## src/rtl/ex_hilo_unit.sv

```systemverilog
// HI/LO execute unit: MOVZ/MOVN, MFHI/MFLO, MTHI/MTLO with forwarding, plus
// optional two-cycle multiply-accumulate (MADD/MADDU/MSUB/MSUBU) when HILO_MACC_EN is defined.
module ex_hilo_unit #(
   parameter int DW  = 32,
   parameter int OPW = 4
) (
   input  logic           clk,
   input  logic           rst,
   input  logic           valid_i,
   input  logic [OPW-1:0] op_i,
   input  logic [DW-1:0]  reg1_i,
   input  logic [DW-1:0]  reg2_i,
   input  logic           flush_i,
   input  logic           mem_whilo_i,
   input  logic [DW-1:0]  mem_hi_i,
   input  logic [DW-1:0]  mem_lo_i,
   input  logic           wb_whilo_i,
   input  logic [DW-1:0]  wb_hi_i,
   input  logic [DW-1:0]  wb_lo_i,
   output logic           wreg_o,
   output logic [DW-1:0]  wdata_o,
   output logic           whilo_o,
   output logic [DW-1:0]  hi_o,
   output logic [DW-1:0]  lo_o,
   output logic           stall_o
);

   localparam logic [OPW-1:0] OP_MOVZ  = OPW'(1);
   localparam logic [OPW-1:0] OP_MOVN  = OPW'(2);
   localparam logic [OPW-1:0] OP_MFHI  = OPW'(3);
   localparam logic [OPW-1:0] OP_MFLO  = OPW'(4);
   localparam logic [OPW-1:0] OP_MTHI  = OPW'(5);
   localparam logic [OPW-1:0] OP_MTLO  = OPW'(6);
   localparam logic [OPW-1:0] OP_MADD  = OPW'(7);
   localparam logic [OPW-1:0] OP_MADDU = OPW'(8);
   localparam logic [OPW-1:0] OP_MSUB  = OPW'(9);
   localparam logic [OPW-1:0] OP_MSUBU = OPW'(10);

   logic [DW-1:0]   r_hi;
   logic [DW-1:0]   r_lo;
   logic [DW-1:0]   w_hi_eff;
   logic [DW-1:0]   w_lo_eff;
   logic            w_in_acc;
   logic            w_start;
   logic [2*DW-1:0] w_acc_sum;

   // Newest value wins: memory stage, then writeback, then the architectural registers.
   assign w_hi_eff = mem_whilo_i ? mem_hi_i : (wb_whilo_i ? wb_hi_i : r_hi);
   assign w_lo_eff = mem_whilo_i ? mem_lo_i : (wb_whilo_i ? wb_lo_i : r_lo);

   always_ff @(posedge clk) begin
      if (rst) begin
         r_hi <= '0;
         r_lo <= '0;
      end else if (wb_whilo_i) begin
         r_hi <= wb_hi_i;
         r_lo <= wb_lo_i;
      end
   end

`ifdef HILO_MACC_EN
   typedef enum logic {S_IDLE, S_ACC} state_t;

   state_t          r_state;
   logic [2*DW-1:0] r_prod;
   logic            r_sub;
   logic            w_is_macc;
   logic            w_is_signed;
   logic [2*DW-1:0] w_a_ext;
   logic [2*DW-1:0] w_b_ext;
   logic [2*DW-1:0] w_prod;
   logic [2*DW-1:0] w_hilo_eff;

   assign w_is_macc   = (op_i == OP_MADD) || (op_i == OP_MADDU) ||
                        (op_i == OP_MSUB) || (op_i == OP_MSUBU);
   assign w_is_signed = (op_i == OP_MADD) || (op_i == OP_MSUB);
   // Product mod 2^(2*DW) of the extended operands equals the true signed/unsigned product.
   assign w_a_ext = w_is_signed ? {{DW{reg1_i[DW-1]}}, reg1_i} : {{DW{1'b0}}, reg1_i};
   assign w_b_ext = w_is_signed ? {{DW{reg2_i[DW-1]}}, reg2_i} : {{DW{1'b0}}, reg2_i};
   assign w_prod  = w_a_ext * w_b_ext;

   assign w_in_acc   = (r_state == S_ACC);
   assign w_start    = (r_state == S_IDLE) && valid_i && w_is_macc;
   assign w_hilo_eff = {w_hi_eff, w_lo_eff};
   assign w_acc_sum  = r_sub ? (w_hilo_eff - r_prod) : (w_hilo_eff + r_prod);

   always_ff @(posedge clk) begin
      if (rst) begin
         r_state <= S_IDLE;
         r_prod  <= '0;
         r_sub   <= 1'b0;
      end else if (flush_i) begin
         r_state <= S_IDLE;
      end else begin
         case (r_state)
            S_IDLE: if (w_start) begin
               r_prod  <= w_prod;
               r_sub   <= (op_i == OP_MSUB) || (op_i == OP_MSUBU);
               r_state <= S_ACC;
            end
            default: r_state <= S_IDLE;
         endcase
      end
   end
`else
   assign w_in_acc  = 1'b0;
   assign w_start   = 1'b0;
   assign w_acc_sum = '0;
`endif

   always_comb begin
      wreg_o  = 1'b0;
      wdata_o = '0;
      whilo_o = 1'b0;
      hi_o    = '0;
      lo_o    = '0;
      stall_o = 1'b0;
      if (rst || flush_i) begin
         // everything stays zero
      end else if (w_in_acc) begin
         whilo_o      = 1'b1;
         {hi_o, lo_o} = w_acc_sum;
      end else if (valid_i) begin
         stall_o = w_start;
         case (op_i)
            OP_MOVZ: if (reg2_i == '0) begin
               wreg_o  = 1'b1;
               wdata_o = reg1_i;
            end
            OP_MOVN: if (reg2_i != '0) begin
               wreg_o  = 1'b1;
               wdata_o = reg1_i;
            end
            OP_MFHI: begin
               wreg_o  = 1'b1;
               wdata_o = w_hi_eff;
            end
            OP_MFLO: begin
               wreg_o  = 1'b1;
               wdata_o = w_lo_eff;
            end
            OP_MTHI: begin
               whilo_o = 1'b1;
               hi_o    = reg1_i;
               lo_o    = w_lo_eff;
            end
            OP_MTLO: begin
               whilo_o = 1'b1;
               hi_o    = w_hi_eff;
               lo_o    = reg1_i;
            end
            default: ;
         endcase
      end
   end

endmodule

```

## config.mk

```make
export PLATFORM = sky130hd
export DESIGN_NAME = ex_hilo_unit
export DESIGN_NICKNAME = d
export VERILOG_FILES = /design/src/rtl/ex_hilo_unit.sv
export SDC_FILE = /design/constraint.sdc
export NUM_CORES = 1
export LEC_CHECK = 0
export CORE_ASPECT_RATIO = 1.75
export CORE_MARGIN = 4
export CORE_UTILIZATION = 35
export CTS_CLUSTER_DIAMETER = 120
export DETAILED_ROUTE_END_ITERATION = 8
export GPL_TIMING_DRIVEN = 0
export PLACE_DENSITY = 0.78
export SKIP_LAST_GASP = 1
export SLEW_MARGIN = 10
export SYNTH_ARGS = -nofsm -noshare
export SYNTH_HDL_FRONTEND = slang
export SYNTH_SLANG_ARGS = --single-unit
```

## constraint.sdc

```tcl
create_clock -name clk -period 2.3 [get_ports clk]
set_clock_uncertainty 0.1 [all_clocks]
set_input_delay 0.575 -clock clk [delete_from_list [all_inputs] [get_ports clk]]
set_output_delay 0.575 -clock clk [all_outputs]
set_load 0.005 [all_outputs]
```

==> impl_metrics.py, run 1 <==
metrics = {
    "logic_synthesis": {
        "synth-simple-area-share_pct": 15.6,
        "syn_area_per_cell_sq_um": 9.76,
        "synth_edf_count": 0,
        "yosysWarnings": 0,
        "synth_cells": 539,
        "synth-main-ff-cell": "dfxtp_1",
        "synthXorXnorAreaFrac_pct": 0.167,
        "ys_seq_area_share_pct": 24.4,
        "async_flop_share_pct": 0,
        "yosysMostFrequentCell": "nor2_1",
        "synthTopCellsByCount": "nor2_1 (71), a22oi_1 (69), mux2_2 (68)",
        "yosysTopAreaCell": "dfxtp_1",
        "syn-num-nets": 741,
        "synth_fa_ha_area_share_pct": 0,
        "synth.cell_area_sq_um": 5260,
        "synth_top_area_share_pct": 24.4,
        "synthMuxAreaShare_pct": 32.0,
        "yosys-top-cells-area": "dfxtp_1 (24%), mux2_4 (17%), mux2_2 (15%), a22oi_1 (9.8%), nor2b_1 (7.6%)",
        "netlist-cell-type-count": 24,
        "synth_compound_area_share_pct": 21.8,
        "synth-seq-cells": 64,
        "synth_top_family_by_area": "multiplexers",
    },
    "clock_network": {
        "clk_pin_slew_ns": 0.06,
        "root_buffer": "clkbuf_16",
        "cts_tree": "yes",
        "htree_num_levels": 3,
        "clk_latency_ns": 0.33,
        "clockBufferDepth": 2,
        "ctsHoldBuffers": 0,
        "numCtsBuffers": 9,
        "cts.sinks": 64,
    },
    "routing": {
        "drtPass1Iterations": 4,
        "drc": 0,
        "drt-met1-wl_um": 9420,
        "routed.top_layer": "met4",
        "wl_met2_um": 14100,
        "wl_per_cell_um": 24.1,
        "wl_met3_um": 1680,
        "vias": 6067,
        "ant_nets": 0,
        "via_per_inst": 5.55,
        "drt_iter0_drc": 245,
        "wl_um": 26400,
    },
    "floorplanning": {
        "ios": 301,
        "initial_core_util_pct": 35.4,
        "core_area_sq_um": 14800,
        "die_w_um": 101,
        "fp.dieH_um": 170,
        "die-area_sq_um": 17100,
        "rows": 59,
    },
    "worst_setup_path": {
        "worstPathArrival_ns": 2.22,
        "worstSetupEndpointType": "output pin",
        "path_class": "input pin to output pin",
        "cp_slowest_stage_delay_ns": 0.33,
        "cp_max_fo": 5,
        "cp_cell_sequence": "clkdlybuf4s15_2 > nor4_2 > nand4_1 > nor2_4 > mux2_4 > buf_4 > clkbuf_16 > o2bb2ai_1 > buf_2",
        "critPathRequiredTime_ns": 1.62,
        "crit_path_start_kind": "input pin",
        "slowest_stage": "mux2_4",
        "critPathTopFamily": "buffers and inverters",
        "worst-path-buf-inv": 4,
    },
    "run_status": {
        "status": "finished with violations",
        "violations": "setup timing",
    },
    "pwr": {
        "peakVddDrop_mv": 0.281,
        "leakage_nw": 4.31,
        "power_mw": 3.86,
        "clockPowerShare_pct": 34.5,
        "seqPwrFrac_pct": 30.9,
        "powerDensity_nw_per_um2": 384,
        "p_comb_share_pct": 34.6,
        "swShare_pct": 29.0,
        "p_sw_mw": 1.12,
        "p_int_mw": 2.74,
    },
    "final_layout": {
        "syn2layout_area_growth_pct": 90.9,
        "fin_nets": 1102,
        "fin_util_pct": 67.7,
        "drive_above_1_share_pct": 57.7,
    },
    "sta": {
        "worst_slew_pin_slew_ns": 0.698,
        "fin_tns_setup_ns": -34.13,
        "rsz0062_at_grt": "true",
        "finalHoldViolations": 0,
        "setup_viol": 98,
        "holdWs_ns": 0.487,
        "finalCritPeriodShare_pct": 126,
        "slew_violations": 0,
        "fmax_mhz": 345,
        "layout_setup_ws_ns": -0.598,
        "maxSlewHeadroom_pct": 53.5,
        "min_period_ns": 2.90,
    },
    "placement": {
        "hpwl_um": 18600,
        "io_buffers": 296,
        "routabilityCongestion": 0.938,
    },
    "job": {
        "maxCapViolCount": 0,
    },
    "global_route": {
        "grt_pass1_vias": 6498,
        "grt_max_degree": 13,
        "gr-total-overflow": 0,
        "grt_pass1_wl_um": 37700,
        "grt_antenna_before_repair": 4,
        "grt_usage_pct": 29.0,
    },
    "min_path": {
        "worstHoldPathType": "flip-flop to flip-flop",
    },
}
==> power groups by stage <==
stage | logic (mW) | registers [mW] | clock network [mW]
after floorplan | 0.543 | 1.21 | 0
after global placement | 1.04 | 1.21 | 0
after detailed placement | 1.05 | 1.22 | 0
after CTS | 1.25 | 1.19 | 1.34
final | 1.33 | 1.19 | 1.33
after global routing | 1.40 | 1.20 | 1.39
==> layout by cell type (no fill, tap or decap), drive strengths merged <==
cell type,count
diode,6
dlymetal6s2s,6
nand2,4
clkinv,4
clkinvlp,1
a311oi,1
dlygate4sd2,44
nor3,2
clkdlybuf4s50,110
nor2b,64
dfxtp,64
inv,1
conb,1
mux2,129
nand3b,1
o2bb2ai,32
buf,212
or3b,1
clkbuf,37
clkdlybuf4s15,7
nand4,2
nand2b,3
a22oi,96
nor4,10
xnor2,1
nor2,72
==> final cells by class <==
cell class                      count  area (sq um)
Multi-Input combinational cell    419          4600
Antenna cell                        6          15.0
Tap cell                          183           229
Sequential cell                    64          1280
Clock buffer                       10           239
Buffer                             50           574
Timing Repair Buffer              356          3060
Fill cell                        1145          4800
Clock inverter                      6          43.8
==> worst register-to-register path, stage by stage (launching register included) <==
cell and delay, ns:
dfxtp_1 0.30, mux2_4 0.27, buf_4 0.13, nor2b_1 0.12
==> layer usage <==
layer / global-route usage, % / up-vias
met3: 5.17 / 74
met2: 53.5 / 307
met1: 31.1 / 2957
met5: 0 / -
met4: 14.1 / 0
li1: - / 2729
==> final timing paths <==
path	startpoint	slack, ns	depth (start not counted)	end
max	reg2_i[7]	-0.60	9	wdata_o[20]
min	r_hi[12]$_SDFF_PP0_	0.49	2	r_hi[12]$_SDFF_PP0_
max reg2reg	r_lo[12]$_SDFF_PP0_	1.24	3	r_lo[12]$_SDFF_PP0_
min reg2reg	r_hi[12]$_SDFF_PP0_	0.49	2	r_hi[12]$_SDFF_PP0_
==> flip-flops by register name, summed over array words and instances, names as in the netlist <==
signal	flops
r_hi	32
r_lo	32
==> kinds of logic after synthesis <==
logic type	count (synthesis)
AO/OA/AOI/OAI	129
XOR/XNOR	1
buffers and inverters	56
flip-flops	64
multiplexers	129
other	1
AND/OR/NAND/NOR	159
==> stage by stage <==
stage               cell area (sq um)  std cells  setup WS, ns
finish                          10000       1094        -0.598
global route                    10000       1092        -0.652
CTS                              9640       1072        -0.601
detailed placement               8520       1018         -1.37
global placement                 8520       1018         -1.37
floorplan                        5330        539       -0.0858
==> repair_timing <==
item,CTS,global route
gates cloned,4,3
setup endpoints to repair,98,97
pin swaps,112,69
buffers inserted,36,20
resized for setup,807,86
Note: power is estimated with default switching activity, not from simulation.
==> run 2, diff against run 1 <==
--- a/config.mk
+++ b/config.mk
@@ -7,11 +7,11 @@
 export LEC_CHECK = 0
 export CORE_ASPECT_RATIO = 1.75
 export CORE_MARGIN = 4
-export CORE_UTILIZATION = 35
+export CORE_UTILIZATION = 36
+export CTS_BUF_LIST = sky130_fd_sc_hd__clkbuf_8
 export CTS_CLUSTER_DIAMETER = 120
 export DETAILED_ROUTE_END_ITERATION = 8
-export GPL_TIMING_DRIVEN = 0
-export PLACE_DENSITY = 0.78
+export PLACE_DENSITY = 0.8
 export SKIP_LAST_GASP = 1
 export SLEW_MARGIN = 10
 export SYNTH_ARGS = -nofsm -noshare
==> impl_metrics.py, run 2 (synthesis gave the netlist of run 1 again) <==
metrics = {
    "run_status": {
        "status": "finished with violations",
        "violations": "setup timing",
    },
    "final_layout": {
        "drive_above_1_share_pct": 59.0,
        "final_common_cell": "mux2_4",
        "fin_util_pct": 74.1,
        "syn2layout_area_growth_pct": 102,
        "fin_nets": 1136,
        "fillers": 940,
        "final_area_sq_um": 10700,
        "layout_common_cells": "mux2_4 (130), clkdlybuf4s50_1 (117), buf_2 (117)",
        "top_regs": "r_hi x32, r_lo x32",
    },
    "routing": {
        "drt_iter0_drc": 269,
        "vias": 6444,
        "ant_nets": 0,
        "drtPass1Iterations": 5,
        "wl_met3_um": 1960,
        "via_per_inst": 5.75,
        "wl_per_cell_um": 25.7,
        "drt-met1-wl_um": 9830,
        "drc": 0,
        "routed.top_layer": "met4",
        "wl_met2_um": 14800,
        "wl_um": 28800,
    },
    "worst_setup_path": {
        "worstPathArrival_ns": 2.27,
        "cp_max_fo": 8,
        "worstSetupEndpointType": "output pin",
        "path_class": "input pin to output pin",
        "critPathRequiredTime_ns": 1.62,
        "crit_path_start_kind": "input pin",
    },
    "pwr": {
        "leakage_nw": 4.60,
        "p_int_mw": 2.47,
        "seqPwrFrac_pct": 34.2,
        "p_comb_share_pct": 41.3,
        "swShare_pct": 29.2,
        "powerDensity_nw_per_um2": 328,
        "p_sw_mw": 1.02,
        "clockPowerShare_pct": 24.5,
        "peakVddDrop_mv": 0.209,
    },
    "floorplanning": {
        "rows": 58,
        "core_area_sq_um": 14400,
        "ios": 301,
        "die_w_um": 99.4,
        "die-area_sq_um": 16700,
        "initial_core_util_pct": 36.6,
        "fp.dieH_um": 168,
    },
    "placement": {
        "routabilityCongestion": 0.909,
        "hpwl_um": 15800,
        "placed_cell_area_sq_um": 8630,
        "pre_cts_slack_ns": -1.26,
        "io_buffers": 299,
    },
    "sta": {
        "maxSlewHeadroom_pct": 48.9,
        "setup_viol": 97,
        "finalCritPeriodShare_pct": 128,
        "slew_violations": 0,
        "finalHoldViolations": 0,
        "fmax_mhz": 339,
        "holdWs_ns": 0.489,
        "layout_setup_ws_ns": -0.649,
        "min_period_ns": 2.95,
        "rsz0062_at_grt": "true",
        "worst_slew_pin_slew_ns": 0.767,
    },
    "global_route": {
        "grt_antenna_before_repair": 5,
        "grt_pass1_wl_um": 40200,
        "grt_pass1_vias": 6844,
        "grt_max_degree": 65,
        "grt_usage_pct": 31.4,
        "gr-total-overflow": 0,
    },
    "clock_network": {
        "cts.sinks": 64,
        "root_buffer": "clkbuf_8",
        "htree_num_levels": 3,
        "cts_tree": "yes",
        "clk_pin_slew_ns": 0.07,
        "ctsHoldBuffers": 0,
        "clockBufferDepth": 2,
        "numCtsBuffers": 9,
        "clk_latency_ns": 0.34,
    },
    "min_path": {
        "worstHoldPathType": "flip-flop to flip-flop",
    },
    "job": {
        "maxCapViolCount": 0,
    },
}
-- run 2: cell count changes in the layout (fill, tap and decap cells not counted), moves of 6 or more --
cell | previous run | this run
buf_12 | 15 | 21
clkbuf_1 | 7 | 0
dlygate4sd2_1 | 44 | 37
nor2_2 | 13 | 5
clkbuf_16 | 13 | 4
buf_4 | 36 | 46
clkdlybuf4s50_1 | 110 | 117
buf_16 | 3 | 14
o2bb2ai_1 | 17 | 10
nor2_1 | 54 | 64
buf_6 | 29 | 56
-- run 2: stage by stage --
stage                     power (mW)  setup TNS, ns  cells
after floorplan                 1.75          -2.59    539
after global placement          2.26         -96.20    998
after detailed placement        2.28         -97.65    998
after CTS                       3.40         -35.69   1094
after global routing            3.62         -41.12   1121
final                           3.49         -35.45   1121
-- run 2: per-layer routing --
metal	GRT usage, %	vias to the layer above
met5	0	-
met4	20.8	0
met3	5.89	143
met2	56.1	420
met1	32.9	3083
li1	-	2798
-- run 2: path summary, 6_finish.rpt --
path	start	endpoint	slack (ns)	cells past startpoint
setup reg to reg	r_hi[7]$_SDFF_PP0_	r_hi[7]$_SDFF_PP0_	1.19	3
setup / recovery	reg2_i[0]	wdata_o[19]	-0.65	9
hold reg to reg	r_hi[21]$_SDFF_PP0_	r_hi[21]$_SDFF_PP0_	0.49	2
hold / removal	r_hi[21]$_SDFF_PP0_	r_hi[21]$_SDFF_PP0_	0.49	2
-- run 2: critical path, stage by stage --
cell	delay, ns
buf_6	0.10
nor4_4	0.27
nand4_1	0.17
nor2_4	0.25
buf_6	0.14
mux2_4	0.33
buf_12	0.18
o2bb2ai_4	0.13
buf_2	0.13
-- run 2: final cells by class --
class,count,area [sq um],share of cell area (%)
Clock buffer,11,151,1.42
Tap cell,180,225,2.11
Antenna cell,5,12.5,0.117
Sequential cell,64,1280,12.0
Clock inverter,2,8.76,0.0822
Multi-Input combinational cell,421,4680,43.9
Timing Repair Buffer,438,4290,40.3
-- run 2: power by group through the flow --
stage          sequential [mW]  clock (mW)  combinational (mW)
2_1_floorplan             1.21           0               0.543
3_3_place_gp              1.21           0                1.05
3_5_place_dp              1.22           0                1.06
4_1_cts                   1.19       0.876                1.34
5_1_grt                   1.20       0.918                1.50
6_report                  1.19       0.857                1.44
-- run 2: timing repair --
action	CTS	global route
setup buffers	66	27
cloned	18	5
gates resized for setup	776	79
pin swaps	109	74
setup endpoints to repair	98	98
